## src/rtl/uart_pkg.sv

```systemverilog
// Shared UART definitions: receiver FSM encoding, frame width, bit-counter sizing.
// No logic; no latency or flow control of its own.
package uart_pkg;

    localparam int UART_DATA_BITS = 8;

    typedef enum logic [2:0] {
        ST_IDLE      = 3'd0,
        ST_START     = 3'd1,
        ST_DATA      = 3'd2,
        ST_STOP      = 3'd3,
        ST_WAIT_HIGH = 3'd4
    } uart_state_e;

    function automatic int uart_cnt_width(input int clkdiv);
        return (clkdiv <= 2) ? 1 : $clog2(clkdiv);
    endfunction

endpackage

```

## src/rtl/uart_rx_sync_2ff.sv

```systemverilog
// Two-flop synchronizer for one asynchronous input, reset to RST_VAL.
// Latency 2 cycles; no flow control.
module sync_2ff #(
    parameter logic RST_VAL = 1'b1
) (
    input  logic clk,
    input  logic rst,
    input  logic d_i,
    output logic q_o
);

    logic meta_q;
    logic sync_q;

    always_ff @(posedge clk or posedge rst) begin
        if (rst) begin
            meta_q <= RST_VAL;
            sync_q <= RST_VAL;
        end else begin
            meta_q <= d_i;
            sync_q <= meta_q;
        end
    end

    assign q_o = sync_q;

endmodule

```

## src/rtl/uart_rx.sv

```systemverilog
// 8N1 serial receiver: one byte per good frame, stop-bit errors flagged.
// Latency: pulse 2+HALF+9*CLKDIV cycles after the start edge; no backpressure, data held until next good frame.
module uart_rx
    import uart_pkg::*;
#(
    parameter int CLKDIV = 4
) (
    input  logic                      clk,
    input  logic                      rst,
    input  logic                      rx,
    output logic [UART_DATA_BITS-1:0] data,
    output logic                      received,
    output logic                      frame_err
);

    localparam int CW   = uart_cnt_width(CLKDIV);
    localparam int HALF = CLKDIV / 2;
    localparam logic [CW-1:0] CNT_HALF = CW'(HALF - 1);
    localparam logic [CW-1:0] CNT_LAST = CW'(CLKDIV - 1);
    localparam logic [2:0]    IDX_LAST = 3'(UART_DATA_BITS - 1);

    if (CLKDIV < 4) begin : g_bad_clkdiv
        $error("uart_rx: CLKDIV must be at least 4");
    end

    logic rx_s;

    sync_2ff #(.RST_VAL(1'b1)) u_sync (
        .clk (clk),
        .rst (rst),
        .d_i (rx),
        .q_o (rx_s)
    );

    uart_state_e               state_q;
    logic [CW-1:0]             cnt_q;
    logic [2:0]                idx_q;
    logic [UART_DATA_BITS-1:0] sh_q;
    logic [UART_DATA_BITS-1:0] data_q;
    logic                      received_q;
    logic                      frame_err_q;

    always_ff @(posedge clk or posedge rst) begin
        if (rst) begin
            state_q     <= ST_IDLE;
            cnt_q       <= '0;
            idx_q       <= '0;
            sh_q        <= '0;
            data_q      <= '0;
            received_q  <= 1'b0;
            frame_err_q <= 1'b0;
        end else begin
            received_q  <= 1'b0;
            frame_err_q <= 1'b0;
            case (state_q)
                ST_IDLE: begin
                    if (!rx_s) begin
                        state_q <= ST_START;
                        cnt_q   <= '0;
                    end
                end
                ST_START: begin
                    // A low shorter than half a bit is treated as a glitch.
                    if (cnt_q == CNT_HALF) begin
                        cnt_q <= '0;
                        if (!rx_s) begin
                            state_q <= ST_DATA;
                            idx_q   <= '0;
                        end else begin
                            state_q <= ST_IDLE;
                        end
                    end else begin
                        cnt_q <= cnt_q + CW'(1);
                    end
                end
                ST_DATA: begin
                    if (cnt_q == CNT_LAST) begin
                        cnt_q <= '0;
                        sh_q  <= {rx_s, sh_q[UART_DATA_BITS-1:1]};
                        idx_q <= idx_q + 3'd1;
                        if (idx_q == IDX_LAST) begin
                            state_q <= ST_STOP;
                        end
                    end else begin
                        cnt_q <= cnt_q + CW'(1);
                    end
                end
                ST_STOP: begin
                    // Leaving at mid-stop-bit gives margin for zero-gap frames.
                    if (cnt_q == CNT_LAST) begin
                        cnt_q <= '0;
                        if (rx_s) begin
                            data_q     <= sh_q;
                            received_q <= 1'b1;
                            state_q    <= ST_IDLE;
                        end else begin
                            frame_err_q <= 1'b1;
                            state_q     <= ST_WAIT_HIGH;
                        end
                    end else begin
                        cnt_q <= cnt_q + CW'(1);
                    end
                end
                ST_WAIT_HIGH: begin
                    if (rx_s) begin
                        state_q <= ST_IDLE;
                    end
                end
                default: begin
                    state_q <= ST_IDLE;
                end
            endcase
        end
    end

    assign data      = data_q;
    assign received  = received_q;
    assign frame_err = frame_err_q;

endmodule
```

## config.mk

```make
export PLATFORM = sky130hd
export DESIGN_NAME = uart_rx
export DESIGN_NICKNAME = d
export VERILOG_FILES = /design/src/rtl/uart_pkg.sv /design/src/rtl/uart_rx_sync_2ff.sv /design/src/rtl/uart_rx.sv
export SDC_FILE = /design/constraint.sdc
export NUM_CORES = 1
export LEC_CHECK = 0
export BUFFER_PORTS_ARGS = -buffer_cell sky130_fd_sc_hd__buf_2
export CAP_MARGIN = 15
export CORE_ASPECT_RATIO = 0.75
export CORE_UTILIZATION = 35
export CTS_CLUSTER_DIAMETER = 60
export DETAILED_ROUTE_END_ITERATION = 16
export GPL_TIMING_DRIVEN = 1
export MAX_ROUTING_LAYER = met4
export SLEW_MARGIN = 20
export SYNTH_ARGS = -nofsm -noshare
export SYNTH_HDL_FRONTEND = slang
export SYNTH_SLANG_ARGS = --single-unit
```

## constraint.sdc

```tcl
create_clock -name clk -period 1.63 [get_ports clk]
set_clock_uncertainty 0.1 [all_clocks]
set_input_delay 0.2445 -clock clk [delete_from_list [all_inputs] [get_ports clk]]
set_output_delay 0.2445 -clock clk [all_outputs]
set_load 0.01 [all_outputs]
```

Word level (Yosys, flattened, before mapping)
Index checks and enable logic that the tools add are counted.
{"block": "totals", "input_bits": 3, "mem_bits_ro": 0, "latchBits": 0, "ram_bits": 0, "mem_count": 0, "ff_bits": 28, "word_cells": 57, "out_inout_bits": 10}
{"block": "classes", "mul": 0, "n_div": 0, "n_mux": 23, "n_eq_ne": 14, "reduce_logical": 9, "addsub": 2, "bitwise_logic": 0, "n_shift": 0, "magnitude_cmp": 0}
{"op": "$mux W3", "count": 10}
{"op": "$pmux W3 S5", "count": 1}
{"op": "$ne A2 B2 Y1 const B", "count": 6}
{"op": "$mux W2", "count": 4}
{"op": "$eq A3 B2 Y1 const B", "count": 2}
{"op": "$eq A3 B3 Y1 const B", "count": 2}
{"op": "$mux W1", "count": 6}
{"op": "$pmux W2 S3", "count": 1}
{"op": "$pmux W3 S2", "count": 1}
{"op": "$reduce_and A6 Y1", "count": 1}
{"op": "$reduce_and A2 Y1", "count": 2}
{"op": "$reduce_and A4 Y1", "count": 1}
{"op": "$add A3 B1 Y3 const B", "count": 1}
{"op": "$eq A3 B1 Y1 const B", "count": 1}
{"op": "$logic_not A3 Y1", "count": 1}
{"op": "$reduce_and A3 Y1", "count": 1}
{"op": "$reduce_bool A3 Y1", "count": 1}
{"op": "$add A2 B1 Y2 const B", "count": 1}
{"op": "$eq A2 B1 Y1 const B", "count": 1}
{"op": "$eq A2 B2 Y1 const B", "count": 1}
{"op": "$ne A2 B1 Y1 const B", "count": 1}
{"op": "$reduce_bool A2 Y1", "count": 1}
{"op": "$reduce_or A2 Y1", "count": 1}

Depth between registers and ports, before layout
{"block": "logic_depth", "word_depth": 4, "depth_mapped": 5, "ltp_nobuf": 5}

By module
Synthesis repeated with hierarchy kept, for this count alone.
{"block": "hier_totals", "cells_unflattened": 97, "area_unflattened_um2": 1257.5}
{"mod": "uart_rx", "area_per_inst_um2": 1201.2, "instances": 1, "seq_area_each_um2": 650.6, "cells_per_inst": 94}
{"mod": "sync_2ff", "area_per_inst_um2": 56.3, "instances": 1, "seq_area_each_um2": 52.6, "cells_per_inst": 3}

Worst setup path after synthesis
No wires, ideal clock.
{"block": "synth_path", "path_type": "register to register", "startpoint": "register cnt_q[0]", "endpoint": "register data_q[0], in the netlist data[0]", "setup_ns": 0.125, "path_slack_ns": -0.020, "arrival_time_ns": 1.425, "n_path_buf": 1, "stages_incl_launch_ff": 6, "synth_period_minus_slack_ns": 1.650, "required_time_ns": 1.405, "cell_sequence": "dfrtp_1 -> ha_1 -> nand4b_2 -> or2_1 -> buf_6 -> mux2_4"}
{"block": "synth_between", "elab_chain_cells": 2}
{"item": "start: declaration", "line_no": "uart_rx.sv:36", "text": "logic [CW-1:0] cnt_q;"}
{"item": "start signal: assignment", "line_no": "uart_rx.sv:73", "text": "cnt_q <= cnt_q + CW'(1);"}
{"item": "start signal: assignment", "line_no": "uart_rx.sv:85", "text": "cnt_q <= cnt_q + CW'(1);"}
{"item": "start signal: assignment", "line_no": "uart_rx.sv:101", "text": "cnt_q <= cnt_q + CW'(1);"}
{"item": "$eq A2 B2 Y1", "line_no": "uart_rx.sv:90", "text": "if (cnt_q == CNT_LAST) begin"}
{"item": "$reduce_and A3 Y1 (no source line)"}
{"item": "end signal: assignment", "line_no": "uart_rx.sv:93", "text": "data_q <= sh_q;"}
{"item": "end: declaration", "line_no": "uart_rx.sv:39", "text": "logic [UART_DATA_BITS-1:0] data_q;"}
No other way between the ends.
A chain may end at the register's enable or synchronous reset.

Final worst setup path
{"block": "layout_path", "startpoint": "register cnt_q[0]", "endpoint": "register data_q[5], in the netlist data[5]"}
The elaborated chain is that of the path after synthesis.

==> summary.txt <==
Placed design
  • I/O Buffers: 12
  • RD Place Congestion: slightly below 0.8
  • Post-DP Area: 1430 µm²
  • Post-DP HPWL: ~1500 µm

Synth
  • Syn_nets: 102
  • Register area share after synthesis: 0.558
  • Avg Inst Size Synth: between 10 and 15 µm²
  • Yosys warnings: 0
  • Synthesized instance count: 94
  • Synthesized area: between 1000 and 1500 µm²
  • Synth unique cells: 23
  • Synth Register Bits: 28

Worst hold path
  • Hold Crit Start: u_sync.meta_q
  • Hold Path Class: reg -> reg

Final layout
  • Register area: 703 µm²
  • Leading cell types in the layout, fill and taps excluded: 26 x dfrtp_1, 12 x buf_2, 11 x buf_4, 9 x mux2_2, 8 x mux2_4
  • Fin area: roughly 1500 µm²
  • Layout Utilization: 0.461
  • Leading cell type in the layout, fill and taps excluded: dfrtp_1
  • Ratio of cells with drive above 1 in the final layout: 0.442
  • Final net count: 129
  • Filler cell count: ~300
  • Multi-input gate area: between 500 and 600 µm²
  • # diodes: 0
  • Layout area overhead: 22.8%

Die
  • Die area: ~3800 µm²
  • Core region area: between 3000 and 4000 µm²
  • Die X: just over 70 µm
  • Initial Utilization: 0.375
  • Chip height: around 54 µm
  • Boundary Pins: 13
  • Num rows: 18

Setup path
  • RR Startpoint: cnt_q[0]
  • CP max-delay cell: dfrtp_1
  • Crit path to: data[5]
  • FF-to-FF path depth: 5
  • Startpoint Class: register
  • Max incr delay on CP: 400 ps
  • Worst r2r dst: data[5]
  • Critical setup path kind: reg -> reg
  • Critical path arrival: 1640 ps
  • Worst path cell trace: ha_4 -> nand4b_4 -> or2_4 -> buf_6 -> mux2_4
  • CP max FO: 5
  • R2R Setup Slk: 50 ps
  • Worst EP required: ~1700 ps
  • Critical Path Source: cnt_q[0]
  • CP endpoint kind: register

Global route
  • GRT Total Usage: 0.120
  • Initial antenna violation count: 0
  • Largest net degree at the start of global routing: 18
  • Gr ovfl total: 0
  • Global-route wire length before repair: ~3300 µm
  • Vias in the first global route: 689

STA
  • Final setup violation count: 0
  • Final Hold Fails: 0
  • Unrepaired setup endpoints after global routing: yes
  • Pins Over Slew Limit: 0
  • Slew @ Worst Pin: between 300 and 400 ps
  • Tmin final: approximately 1600 ps
  • Period Utilization, post-route: 0.967
  • Slew margin rel.: 0.787
  • FMAX: 634 MHz

CTS
  • Bufs on Longest Clock Path: 2
  • CTS H-tree lvls: 1
  • TritonCTS buffer count: 3
  • Sink Count: 28
  • Clock root buffer: clkbuf_8
  • CTS tree: done
  • Clock Latency Late Sink: roughly 270 ps
  • Clock transition at path regs: ~90 ps
  • Setup bufs post-CTS: 0

Pwr
  • PD cells: 1330 nW/µm²
  • Worst vdd ir: ~750 µV
  • P_leak: roughly 0.81 nW

Outcome
  • Outcome: finished clean

Drt
  • Via count: 751
  • Wire per inst: around 13 µm
  • Initial DRT Pass Iterations: 3
  • Final ANT Viol Nets: 0
  • Number of remaining DRC errors: 0
  • Detailed Route WL: ~2000 µm
  • Initial DRC count: 10
  • Via-per-instance ratio: ~4.7

Run
  • Max Cap Violations: 0
[final cells by class]
class / count / share of cell area
Clock buffer: 3 / 0.0267
Clock inverter: 1 / 0.0194
Inverter: 7 / 0.0170
Multi-Input combinational cell: 54 / 0.331
Sequential cell: 28 / 0.454
Tap cell: 40 / 0.0323
Timing Repair Buffer: 27 / 0.120
[critical path, delay by kind of cell, from the launching register on]
family / cells / cell delay, ps
DFF: 1 / 400
muxes: 1 / 290
buffers and inverters: 1 / 140
adders and majority gates: 1 / 170
and+or+nand+nor: 2 / 370
[cells in the mapped netlist]
cell / number / area share
a21oi_1: 4 / 0.016
and4bb_2: 1 / 0.0099
buf_2: 1 / 0.0040
buf_4: 1 / 0.0060
buf_6: 2 / 0.018
clkbuf_1: 1 / 0.0030
dfrtp_1: 26 / 0.52
dfstp_2: 2 / 0.042
ha_1: 5 / 0.050
inv_1: 7 / 0.021
mux2_2: 9 / 0.080
mux2_4: 8 / 0.095
mux4_1: 1 / 0.021
nand2_1: 7 / 0.021
nand3b_1: 1 / 0.0060
nand4b_2: 1 / 0.012
nand4bb_1: 1 / 0.0089
nor2_1: 3 / 0.0089
nor3b_1: 2 / 0.012
o21ai_0: 7 / 0.028
o31ai_1: 2 / 0.012
or2_1: 1 / 0.0050
or3_1: 1 / 0.0050
[per-stage QoR]
step	setup TNS [ps]	hold slack [ps]	instances	power (mW)	setup WS, ps
6_report	0	262	160	2.07	53.8
5_1_grt	-7.46	266	160	2.20	-7.46
4_1_cts	0	264	160	2.05	1.33
3_5_place_dp	0	161	154	1.51	13.8
3_3_place_gp	0	155	154	1.48	80.4
2_1_floorplan	0	149	94	1.33	7.21
[state kept, by name, summed over array words and instances (netlist names)]
name	cells
data	8
sh_q	8
idx_q	3
state_q	3
cnt_q	2
frame_err	1
received	1
u_sync.meta_q	1
u_sync.q_o	1
[metal layers]
| metal | global-route usage | vias to the layer above | routed length [µm] |
|---|---|---|---|
| met1 | 0.154 | 374 | 1060 |
| met5 | - | - | 0 |
| met3 | 0.0337 | 2 | 51 |
| met4 | 0.0200 | 0 | 10 |
| met2 | 0.194 | 6 | 936 |
| li1 | - | 369 | - |
[power by group]
group / leakage, nW / total (mW) / internal, mW / switching [mW]
Sequential: 0.374 / 0.933 / 0.825 / 0.108
Combinational: 0.405 / 0.596 / 0.324 / 0.272
Clock: 0.0357 / 0.537 / 0.329 / 0.208
[kinds of logic (layout without fill, tap and decap cells)]
group           Yosys count  in the layout  synth area share
mux                      18             18             0.197
simple gates             18             18            0.0884
flops                    28             28             0.558
compound gates           13             13            0.0556
buf+inv                  12             38            0.0516
fa+ha+maj                 5              5            0.0497
[what timing repair did]
item,CTS,global route
hold buffers,2,0
pin swaps,1,2
hold endpoints to repair,27,0
endpoints found under the setup margin,1,14
gates resized for setup,0,6
[worst min path at each step]
stage | to | slack (ps) | depth (start not counted)
after global placement | received | 150 | 3
final | u_sync.q_o | 260 | 0
after detailed placement | received | 160 | 3
after global routing | u_sync.q_o | 270 | 0
after CTS | u_sync.q_o | 260 | 0
after floorplan | u_sync.meta_q | 150 | 0
No activity file was read; power rests on OpenSTA's default activity.
